File: src/rtl/vga_frame_reader.sv
// 640x480@60 VGA scan-out of a 320x240 12-bit frame buffer with 2x2 pixel replication.
// A built-in colour-bar pattern replaces frame buffer data when fb_enable is low.
module vga_frame_reader #(
  parameter int unsigned CLK_DIV = 4,
  parameter int unsigned H_VIS   = 640,
  parameter int unsigned H_FP    = 16,
  parameter int unsigned H_SYNC  = 96,
  parameter int unsigned H_BP    = 48,
  parameter int unsigned V_VIS   = 480,
  parameter int unsigned V_FP    = 10,
  parameter int unsigned V_SYNC  = 2,
  parameter int unsigned V_BP    = 33
) (
  input  logic        clk,
  input  logic        reset,
  input  logic        fb_enable,
  input  logic [11:0] dataOut,
  output logic [16:0] addrb,
  output logic        hsync,
  output logic        vsync,
  output logic [11:0] rgb,
  output logic        video_on,
  output logic        vblank,
  output logic        frame_start
);

  localparam int unsigned H_TOT = H_VIS + H_FP + H_SYNC + H_BP;
  localparam int unsigned V_TOT = V_VIS + V_FP + V_SYNC + V_BP;

  localparam logic [3:0] TickLast   = 4'(CLK_DIV - 1);
  localparam logic [9:0] HLast      = 10'(H_TOT - 1);
  localparam logic [9:0] VLast      = 10'(V_TOT - 1);
  localparam logic [9:0] HVis       = 10'(H_VIS);
  localparam logic [9:0] VVis       = 10'(V_VIS);
  localparam logic [9:0] HSyncStart = 10'(H_VIS + H_FP);
  localparam logic [9:0] HSyncEnd   = 10'(H_VIS + H_FP + H_SYNC);
  localparam logic [9:0] VSyncStart = 10'(V_VIS + V_FP);
  localparam logic [9:0] VSyncEnd   = 10'(V_VIS + V_FP + V_SYNC);

  logic [3:0]  tick_q, tick_d;
  logic [9:0]  h_q, h_d;
  logic [9:0]  v_q, v_d;
  logic        pix_tick;
  logic        active;
  logic        wrap;
  logic [8:0]  fb_x;
  logic [7:0]  fb_y;
  logic [16:0] addr_full;
  logic [11:0] bar_rgb;
  logic [11:0] rgb_d;

  logic        hsync_q, vsync_q, video_on_q, vblank_q, frame_start_q;
  logic [11:0] rgb_q;

  // Pixel-rate timing counters
  always_comb begin
    pix_tick = (tick_q == TickLast);
    tick_d   = pix_tick ? 4'd0 : tick_q + 4'd1;
    h_d      = h_q;
    v_d      = v_q;
    wrap     = pix_tick && (h_q == HLast) && (v_q == VLast);
    if (pix_tick) begin
      if (h_q == HLast) begin
        h_d = 10'd0;
        v_d = (v_q == VLast) ? 10'd0 : v_q + 10'd1;
      end else begin
        h_d = h_q + 10'd1;
      end
    end
  end

  // y*320 + x as two shifts and adds
  always_comb begin
    active    = (h_q < HVis) && (v_q < VVis);
    fb_x      = h_q[9:1];
    fb_y      = v_q[8:1];
    addr_full = 17'({fb_y, 8'b0}) + 17'({fb_y, 6'b0}) + 17'(fb_x);
    addrb     = active ? addr_full : 17'd0;
  end

  // Eight 80-pixel-wide colour bars
  always_comb begin
    if      (h_q < 10'd80)  bar_rgb = 12'hFFF;
    else if (h_q < 10'd160) bar_rgb = 12'hFF0;
    else if (h_q < 10'd240) bar_rgb = 12'h0FF;
    else if (h_q < 10'd320) bar_rgb = 12'h0F0;
    else if (h_q < 10'd400) bar_rgb = 12'hF0F;
    else if (h_q < 10'd480) bar_rgb = 12'hF00;
    else if (h_q < 10'd560) bar_rgb = 12'h00F;
    else                    bar_rgb = 12'h000;
  end

  always_comb begin
    rgb_d = 12'h000;
    if (active) begin
      rgb_d = fb_enable ? dataOut : bar_rgb;
    end
  end

  always_ff @(posedge clk) begin
    if (reset) begin
      tick_q        <= 4'd0;
      h_q           <= 10'd0;
      v_q           <= 10'd0;
      hsync_q       <= 1'b1;
      vsync_q       <= 1'b1;
      rgb_q         <= 12'h000;
      video_on_q    <= 1'b0;
      vblank_q      <= 1'b0;
      frame_start_q <= 1'b0;
    end else begin
      tick_q        <= tick_d;
      h_q           <= h_d;
      v_q           <= v_d;
      frame_start_q <= wrap;
      // Output stage lags the counters by one pixel, keeping sync and colour aligned
      if (pix_tick) begin
        hsync_q    <= !((h_q >= HSyncStart) && (h_q < HSyncEnd));
        vsync_q    <= !((v_q >= VSyncStart) && (v_q < VSyncEnd));
        video_on_q <= active;
        vblank_q   <= (v_q >= VVis);
        rgb_q      <= rgb_d;
      end
    end
  end

  assign hsync       = hsync_q;
  assign vsync       = vsync_q;
  assign rgb         = rgb_q;
  assign video_on    = video_on_q;
  assign vblank      = vblank_q;
  assign frame_start = frame_start_q;

endmodule
File: config.mk
export PLATFORM = sky130hd
export DESIGN_NAME = vga_frame_reader
export DESIGN_NICKNAME = d
export VERILOG_FILES = /design/src/rtl/vga_frame_reader.sv
export SDC_FILE = /design/constraint.sdc
export NUM_CORES = 1
export LEC_CHECK = 0
export CAP_MARGIN = 20
export CELL_PAD_IN_SITES_DETAIL_PLACEMENT = 2
export CELL_PAD_IN_SITES_GLOBAL_PLACEMENT = 2
export CORE_MARGIN = 2
export CORE_UTILIZATION = 28
export CTS_CLUSTER_DIAMETER = 120
export DETAILED_ROUTE_END_ITERATION = 6
export GPL_TIMING_DRIVEN = 0
export PLACE_DENSITY = 0.71
export SLEW_MARGIN = 15
export SYNTH_ARGS = -nofsm -noshare
export SYNTH_HDL_FRONTEND = slang
export SYNTH_SLANG_ARGS = --single-unit
File: constraint.sdc
create_clock -name clk -period 2.9 [get_ports clk]
set_input_delay 0.58 -clock clk [delete_from_list [all_inputs] [get_ports clk]]
set_output_delay 0.58 -clock clk [all_outputs]
set_load 0.01 [all_outputs]
[Yosys cells after proc, flatten, opt, wreduce, memory -nomap -nowiden]
Cells that the tools add are included.
W data, S select, Z words.
Storage, ports and cells
  output and inout port bits: 34
  bits of input ports: 15
  word-level logic and storage cells: 52
  register bits after elaboration: 41
Cells by class
  reduce and logical (&&, ||, !) cells: 9
  add/sub/neg operators: 5
  multiplexer cells: 12
  $lt $le $gt $ge: 14
  equality and inequality tests: 3
Operators by type and width (count)
  $mux W12: 8
  $lt A10 B9 Y1 const B: 5
  $lt A10 B10 Y1 const B: 3
  $add A10 B1 Y10 const B: 2
  $eq A10 B10 Y1 const B: 2
  $ge A10 B9 Y1 const B: 2
  $lt A10 B8 Y1 const B: 2
  $mux W10: 2
  $add A16 B14 Y17: 1
  $add A17 B9 Y17: 1
  $mux W17: 1
  $ge A10 B10 Y1 const B: 1
  $lt A10 B7 Y1 const B: 1
  $logic_and A1 B1 Y1: 5
  $add A4 B1 Y4 const B: 1
  $eq A4 B2 Y1 const B: 1
  $mux W4: 1
  $logic_not A1 Y1: 2
  $reduce_and A2 Y1: 1
  $reduce_or A2 Y1: 1

[Logic depth before layout (Yosys ltp)]
Gate-level depths: netlist (run 1).
  word-level depth: 10
  mapped depth: 10
  gate-level depth less buffers: 9

[Least setup slack after synthesis (run 1)]
OpenSTA, ideal clock, no wires.
  path kind: reg-to-output
  start point: register h_q[9]
  end point: output port addrb[12]
  stages on the path, launching flop included: 11
  buffers on the path: 1
  arrival: 2.238 ns
  data required time: 2.320 ns
  slack: 0.082 ns
  cell sequence: dfxtp_1 -> buf_4 -> inv_2 -> fa_1 -> inv_1 -> ha_1 -> a211oi_1 -> o21ai_0 -> a21oi_1 -> xor2_1 -> nor2_1
On the way
  word-level cells in the longest chain between the ends: 3
  elaborated cells between the ends (all ways): 4
  classes of those cells: add/sub: 1; order compare: 1; mux: 1; reduce/logical: 1
RTL lines
  start, declared: RTL line 41  | logic [9:0] h_q, h_d;
  start signal, assigned: RTL line 103  | h_q <= 10'd0;
  start signal, assigned: RTL line 113  | h_q <= h_d;
  branches (longest 2 deep; another with $add A17 B9 Y17)
  $mux W17 (*): RTL line 78  | addrb = active ? addr_full : 17'd0;
  end, declared: RTL line 18  | output logic [16:0] addrb,
Mark *: on every way between the ends.

[Worst setup path after layout (run 1)]
Same ends and word-level chain as after synthesis.

==> Flow_metrics.wiki, run 1 <==
{| class="wikitable"
! Metric !! Value
|-
| Hold Fails Final Rpt || 0
|-
| Wirelength, routed || between 8000 and 9000 um
|-
| Total congestion overflow || 0
|-
| Startpoint of the lowest-slack hold path || video_on
|-
| Synth top area cells || dfxtp_1, ha_1, nor2_1
|-
| Switching portion of total power || 0.2368
|-
| Slowest cell on the critical path || fa_2
|-
| Layout fillers || roughly 1,000
|-
| Most instantiated flip-flop cell in the synthesis netlist || dfxtp_1
|-
| Adder and majority gate portion of the synthesized area || 0.1167
|-
| Max Clock Freq || 0.3167 GHz
|-
| Max-slew violation total from the final report || 0
|-
| Endpoint of the worst-slack reg-to-reg timing path || h_q[9]
|-
| Total number of vias || around 2,400
|-
| Die ar. || between 10,000 and 15,000 um^2
|-
| Cell at the root of the clock tree || clkbuf_8
|-
| Maximum resistive drop on vdd || 0.0001735 V
|-
| Die height || approximately 100 um
|-
| Mux cell area share after synthesis || 0.003859
|-
| Cell Pwr Density || 342.6 nW/um^2
|-
| Ys async rst share || 0
|-
| Number of sinks on the clock net || slightly above 40
|-
| Number of buffers created by CTS || 5
|-
| Leak Pwr || around 1.4 nW
|-
| Final core occ || 0.3889
|-
| CTS tree || built
|-
| Fraction of synthesized cell area taken by the top area cell type || 0.3164
|-
| Sum of buffers and inverters on the critical path || 4
|-
| Synthesized-area fraction occupied by and/or/nand/nor cells || 0.2996
|-
| Combinational family with the most area after synthesis || simple AND/OR/NAND/NOR gates
|-
| GR Layer Usage met2 || 0.3299
|-
| Number of H-tree levels || 2
|-
| Synth cell types || 58
|-
| Multi-input gate area in the final layout || ~1800 um^2
|-
| Area leader, netlist || dfxtp_1
|-
| Detailed Place HPWL || about 6000 um
|-
| Detailed-route wire length per cell || ~18 um
|-
| Flops & latches, synth || a little over 40
|-
| Final count of negative-setup-slack endpoints || 7
|-
| Via count of the first global-routing pass || around 2,700
|-
| Number of routed nets with antenna violations || 0
|-
| Total number of cells along the worst setup path || 11
|-
| Design internal power || approximately 0.93 mW
|-
| CP max FO || 2
|-
| Post-layout minimum cycle time || approximately 3200 ps
|-
| Number of enable-type register cells in the synthesized netlist || 0
|-
| Source-to-sink clock delay at the later pin of the worst-skew pair || 300 ps
|-
| Share of the clock period used by the worst path || 1.089
|-
| Clock-pin slew on the worst setup and hold paths || 90 ps
|-
| Startpoint class of the critical path || flop
|-
| Delay contributed by the slowest stage of the critical path || about 610 ps
|-
| Count of inserted antenna diode cells || 0
|-
| Comb pwr share || 0.101
|-
| Net switching power of the design || between 0.2 and 0.3 mW
|-
| Relative slew slack || 0.6264
|-
| Worst Path Arrival || around 2600 ps
|-
| Synth Cell Area || 2594 um^2
|-
| Standard-cell row count || 35
|-
| Via-per-instance ratio || about 5
|-
| Number of violations reported at the end of detailed-routing iteration 0 || 36
|-
| Violated checks || negative setup slack
|-
| Final Worst Setup Slack || -258.0 ps
|-
| Area grow syn2layout || 36.57%
|-
| Cells after Synth || roughly 300
|-
| Final TNS setup || -1226 ps
|-
| Maximum root-to-sink buffer count || 2
|-
| Length of the first detailed-routing pass in iterations || 4
|-
| R2R Path Start || tick_q[0]
|-
| Routing usage on met3 || 0.03412
|-
| Worst min path class || flop to flop
|-
| Most used routing layer in global routing || met2
|-
| Net count after synthesis || 330
|-
| Maximum number of pins on one net before global-route repair || 14
|-
| Run status || complete, but fails checks
|-
| Initial Util || 0.2848
|-
| Number of input and output port buffers inserted || 48
|-
| Kind of end point of the critical path || output pin
|-
| Setup CP Type || flop to output pin
|-
| First-pass GRT wire length || about 14,000 um
|-
| Endpoint required time on the critical path || roughly 2300 ps
|-
| Share of synthesized area occupied by flip-flops and latches || 0.3164
|-
| Worst Hold Endpoint || video_on
|-
| Share of the synthesized area in compound gates (AO/OA/AOI/OAI) || 0.1457
|-
| Die span in x || ~100 um
|-
| RSZ-0062 raised after global routing || yes
|-
| Tot Pwr || roughly 1.2 mW
|-
| Count of synthesis-stage warnings from yosys || 0
|-
| Kind of cell adding the most delay to the critical path || adder cells
|-
| GPL Wtd Cong || slightly above 0.7
|-
| Cells on worst reg2reg path || 7
|-
| Worst-margin pin slew || roughly 560 ps
|-
| IO Pins || between 40 and 50
|-
| DRC violations left || 0
|-
| Avg Inst Size Synth || between 8 and 9 um^2
|-
| Placeable core region || ~9100 um^2
|-
| Worst hold stages || 1
|-
| Worst setup slack after placement || -679.6 ps
|-
| Final clock skew || a little under 9 ps
|-
| Clock share of power || 0.411
|-
| Worst reg2reg setup slack || between 800 and 900 ps
|-
| Xor/xnor cell area share of the yosys netlist || 0.07091
|-
| Max-cap viol count || 0
|-
| Layout cells sized above 1 || 0.2111
|-
| Sequential cell area || 838.3 um^2
|-
| Total track usage || 0.1741
|-
| Worst path cell trace || inv_6 -> fa_2 -> inv_2 -> ha_4 -> a211oi_4 -> buf_6 -> o21ai_2 -> a21oi_2 -> xor2_1 -> nor2_1 -> buf_2
|-
| Register share of total power || 0.488
|-
| Initial antenna violation count || 0
|-
| Final nets || between 300 and 400
|-
| GR Layer Usage met1 || 0.2006
|}
## worst max-delay path by stage
| stage | end | slack, ps | start |
|---|---|---|---|
| 3_5_place_dp | addrb[12] | -680 | v_q[3] |
| 5_1_grt | addrb[12] | -420 | h_q[9] |
| 2_1_floorplan | addrb[12] | 80 | h_q[9] |
| 3_3_place_gp | addrb[12] | -640 | v_q[1] |
| 6_report | addrb[12] | -260 | h_q[9] |
| 4_1_cts | addrb[15] | -350 | v_q[3] |
## cell usage after synthesis (all sizes together) (3+ instances only)
master and instances:
clkbuf 7, a21oi 10, and3 9, nor2 33
xor2 10, a32o 4, nand4 6, nand2 25
a211oi 3, o21ai 12, nand2b 14, nand3 6
a22o 8, buf 6, nor3 12, xnor2 11
ha 21, inv 11, a21o 3, dfxtp 41
nor4 7, nor3b 3, nor2b 3
## area by class of cell
cell class,count,area share
inverters,11,0.01378
well taps,111,0.03921
clock buffers,6,0.02331
multi-input cells,227,0.5012
clock inverters,2,0.01060
plain buffers,12,0.02049
flip-flops and latches,41,0.2367
repair buffers,61,0.1547
## metrics by stage
step                instances  instance area, um^2  hold WS, ps
finish                    471                 3542        469.4
CTS                       468                 3503        474.4
detailed placement        451                 3213        447.9
global route              471                 3542        491.9
global placement          451                 3213        437.1
floorplan                 292                 2594        431.9
## layout by cell type (no fill, tap or decap), drive strengths merged, types with 9 or more instances in the layout
cell type	count
dfxtp	41
clkdlybuf4s50	39
nor2	33
nand2	25
buf	25
ha	21
nand2b	14
clkbuf	14
o21ai	12
nor3	12
xnor2	11
inv	11
xor2	10
a21oi	10
and3	9
## state kept, by name (all words and copies together), names as in the netlist
name / flops
video_on: 1
v_q: 10
rgb: 12
tick_q: 4
vsync: 1
hsync: 1
h_q: 10
frame_start: 1
vblank: 1
## cell families after synthesis
group,Yosys count
buffers and inverters,24
xor gates and xnor gates,21
muxes,1
AOI/OAI and AO/OA,52
adders and majority gates,23
and+or+nand+nor,130
DFF,41
## power groups by stage
| stage | sequential [mW] | combinational (mW) | clock, mW |
|---|---|---|---|
| 2_1_floorplan | 0.614 | 0.0521 | 0 |
| 6_report | 0.593 | 0.122 | 0.498 |
| 3_5_place_dp | 0.610 | 0.124 | 0 |
| 5_1_grt | 0.596 | 0.135 | 0.552 |
| 4_1_cts | 0.594 | 0.125 | 0.519 |
| 3_3_place_gp | 0.609 | 0.122 | 0 |
## routing by layer
metal,vias up,routed length (um)
met4,0,85
met5,-,0
li1,1166,-
met3,8,253
met1,1178,3464
met2,38,4442
## what timing repair did
| action | 4_1_cts | 5_1_grt |
|---|---|---|
| setup endpoints to repair | 10 | 8 |
| hold buffers | 0 | 0 |
| pin swaps | 14 | 9 |
| gates resized for setup | 65 | 9 |
| setup buffers | 9 | 4 |
## worst register-to-register path, cell delays in order, from the launching register on
cell and delay [ps]:
dfxtp_1 370, ha_1 220, or3b_1 350, buf_2 210
nor4_4 330, nand4_1 160, xnor2_1 180, nor2_1 50
Power figures use the tool's default switching activity.
==> run 2, diff against run 1 <==
==> constraint.sdc (replaced) <==
create_clock -name clk -period 2.9 [get_ports clk]
set_input_delay 0.58 -clock clk [delete_from_list [all_inputs] [get_ports clk]]
set_output_delay 0.58 -clock clk [all_outputs]
set_load 0.1 [all_outputs]
==> run 2 against run 1 <==
Effect of this change: register-to-register slack barely moved; via count rose by 0.96%; the flow still finishes with violations (negative setup slack); power rose by 14%; design area rose by 7.9%; highest routed layer unchanged; critical endpoint unchanged.
==> Flow_metrics.wiki, run 2 (same netlist as run 1, synthesis figures left out) <==
{| class="wikitable"
! Metric !! Value
|-
| Run status || complete, but fails checks (unchanged)
|-
| Violated checks || negative setup slack (unchanged)
|-
| Most frequent cells in the layout || dfxtp_1, clkdlybuf4s50_1, nor2_1 (was clkdlybuf4s50_1, dfxtp_1, nor2_1)
|-
| Count of inserted antenna diode cells || 0 (unchanged)
|-
| Tot Pwr || 1.384 mW (was 1.213 mW)
|-
| Instance area after placement || 3331 um^2 (was 3213 um^2)
|-
| Maximum number of pins on one net before global-route repair || 15 (was 14)
|-
| CTS tree || built (unchanged)
|-
| Placeable core region || 9109 um^2 (unchanged)
|-
| Post-layout minimum cycle time || 3302 ps (was 3158 ps)
|-
| Net switching power of the design || 0.3918 mW (was 0.2874 mW)
|-
| Number of violations reported at the end of detailed-routing iteration 0 || 32 (was 36)
|-
| Comb pwr share || 0.159 (was 0.101)
|-
| Via-per-instance ratio || 5.101 (was 5.074)
|-
| IO Pins || 49 (unchanged)
|-
| Number of input and output port buffers inserted || 48 (unchanged)
|-
| Source-to-sink clock delay at the later pin of the worst-skew pair || 300 ps (about the same)
|-
| Crit path to || addrb[12] (unchanged)
|-
| Initial Util || 0.2848 (unchanged)
|-
| Launch point of the critical path || v_q[3] (was h_q[9])
|-
| Die span in x || 100.2 um (unchanged)
|-
| Design internal power || 0.9922 mW (was 0.9261 mW)
|-
| Detailed-route wire length per cell || 16.71 um (was 17.51 um)
|-
| Layout cells sized above 1 || 0.2569 (was 0.2111)
|-
| Share of the clock period used by the worst path || 1.139 (was 1.089)
|-
| Total congestion overflow || 0 (unchanged)
|-
| Hold Fails Final Rpt || 0 (unchanged)
|-
| Maximum root-to-sink buffer count || 2 (unchanged)
|-
| Cell at the root of the clock tree || clkbuf_8 (unchanged)
|-
| Final count of negative-setup-slack endpoints || 8 (was 7)
|-
| Worst reg2reg setup slack || 890 ps (about the same)
|-
| Worst Path Arrival || 2720 ps (was 2580 ps)
|-
| Total number of vias || 2,413 (was 2,390)
|-
| CP max FO || 6 (was 2)
|-
| Cell Pwr Density || 361.9 nW/um^2 (was 342.6 nW/um^2)
|-
| Maximum resistive drop on vdd || 0.0001915 V (was 0.0001735 V)
|-
| Final Worst Setup Slack || -401.8 ps (was -258.0 ps)
|-
| First-pass GRT wire length || 12,880 um (was 13,970 um)
|-
| Worst min path class || flop to flop (unchanged)
|-
| Non-Filler Cell Area, Final || 3824 um^2 (was 3542 um^2)
|-
| Max-slew violation total from the final report || 0 (unchanged)
|-
| Clock-pin slew on the worst setup and hold paths || 90 ps (about the same)
|-
| Number of buffers created by CTS || 5 (unchanged)
|-
| Die height || 100.2 um (unchanged)
|-
| Largest register FFs || 12 (unchanged)
|-
| Initial antenna violation count || 0 (unchanged)
|-
| Register share of total power || 0.429 (was 0.488)
|-
| Final nets || 399 (was 397)
|-
| Number of H-tree levels || 2 (unchanged)
|-
| Final clock skew || 11.39 ps (was 8.742 ps)
|-
| Die ar. || 10,050 um^2 (unchanged)
|-
| Via count of the first global-routing pass || 2,635 (was 2,700)
|-
| Standard-cell row count || 35 (unchanged)
|-
| Max-cap viol count || 0 (unchanged)
|-
| Relative slew slack || 0.3393 (was 0.6264)
|-
| Endpoint required time on the critical path || 2320 ps (about the same)
|-
| GPL Wtd Cong || 0.7482 (was 0.7165)
|-
| Max Clock Freq || 0.3029 GHz (was 0.3167 GHz)
|-
| Length of the first detailed-routing pass in iterations || 4 (unchanged)
|-
| R2R Path Start || tick_q[0] (unchanged)
|-
| Wirelength, routed || 7906 um (was 8245 um)
|-
| Number of routed nets with antenna violations || 0 (unchanged)
|-
| Kind of end point of the critical path || output pin (unchanged)
|-
| Hold-fix buffers, CTS || 0 (unchanged)
|-
| Area grow syn2layout || 47.42% (was 36.57%)
|-
| Detailed Place HPWL || 5670 um (was 5842 um)
|-
| Final core occ || 0.4198 (was 0.3889)
|-
| Most frequent standard cell in the layout excluding fill and tap cells || dfxtp_1 (was clkdlybuf4s50_1)
|-
| Endpoint of the worst-slack reg-to-reg timing path || h_q[9] (unchanged)
|-
| Number of sinks on the clock net || 41 (unchanged)
|-
| Setup CP Type || flop to output pin (unchanged)
|-
| Switching portion of total power || 0.2831 (was 0.2368)
|-
| RSZ-0062 raised after global routing || yes (unchanged)
|-
| Total track usage || 0.1570 (was 0.1741)
|-
| Startpoint class of the critical path || flop (unchanged)
|-
| Cells on worst reg2reg path || 7 (unchanged)
|-
| Clock share of power || 0.413 (was 0.411)
|-
| Leak Pwr || 1.466 nW (was 1.409 nW)
|-
| Layout fillers || 984 (was 1,008)
|-
| DRC violations left || 0 (unchanged)
|-
| Worst-margin pin slew || 987.9 ps (was 560.4 ps)
|}
-- run 2: cell types whose count changed in the layout (fill, tap and decap cells not counted), moves of 5 or more --
cell / previous run / this run
nor2_4: 0 / 5
clkdlybuf4s15_1: 0 / 6
clkdlybuf4s50_1: 39 / 31
buf_12: 0 / 8
nor2_1: 30 / 25
buf_2: 9 / 2
-- run 2: worst min-delay path by stage --
| stage | startpoint | to | cells after the start |
|---|---|---|---|
| after floorplan | tick_q[0] | tick_q[0] | 1 |
| final | video_on | video_on | 1 |
| after CTS | video_on | video_on | 1 |
| after detailed placement | video_on | video_on | 1 |
| after global placement | video_on | video_on | 1 |
| after global routing | video_on | video_on | 1 |
-- run 2: power groups by stage --
stage,clock [mW],sequential (mW),combinational [mW]
after floorplan,0,0.710,0.0531
after global routing,0.611,0.596,0.232
after global placement,0,0.608,0.219
after detailed placement,0,0.610,0.222
after CTS,0.589,0.595,0.223
final,0.571,0.593,0.220
-- run 2: metal layers --
layer | global-route usage | part of all wire | vias up
met3 | 0.02646 | 0.025 | 7
met4 | 0.02845 | 0.0078 | 0
met1 | 0.1816 | 0.42 | 1199
met5 | 0 | 0 | -
li1 | - | - | 1175
met2 | 0.3030 | 0.55 | 32
-- run 2: layout make-up --
| cell class | count | area [um^2] | share of cell area |
|---|---|---|---|
| Inverter | 11 | 48.80 | 0.01276 |
| Multi-Input combinational cell | 227 | 1898 | 0.4964 |
| Buffer | 12 | 72.57 | 0.01898 |
| Clock inverter | 3 | 68.82 | 0.01800 |
| Timing Repair Buffer | 63 | 688.2 | 0.1800 |
| Sequential cell | 41 | 839.6 | 0.2196 |
| Clock buffer | 5 | 68.82 | 0.01800 |
| Tap cell | 111 | 138.9 | 0.03632 |
-- run 2: stage by stage --
step	worst slack, ps	hold WS, ps	cells	TNS [ps]
after CTS	-465.6	474.1	466	-2064
after global routing	-519.7	501.1	473	-3042
final	-401.8	471.1	473	-2222
after global placement	-1216	440.1	451	-8814
after detailed placement	-1223	447.7	451	-9223
after floorplan	-326.6	431.9	292	-847.5
-- run 2: what timing repair did --
action,CTS,global route
setup buffers,7,8
pin swaps,18,9
setup endpoints to repair,17,14
resized for setup,119,18
-- run 2: worst max-delay path, cell delays in order (launching register included) --
cell and delay, ps:
dfxtp_4 390, inv_2 50, fa_2 560, buf_4 120
inv_2 40, ha_4 220, a211oi_4 260, o21ai_1 100
a21oi_1 190, xor2_1 250, nor2_4 60, buf_12 170
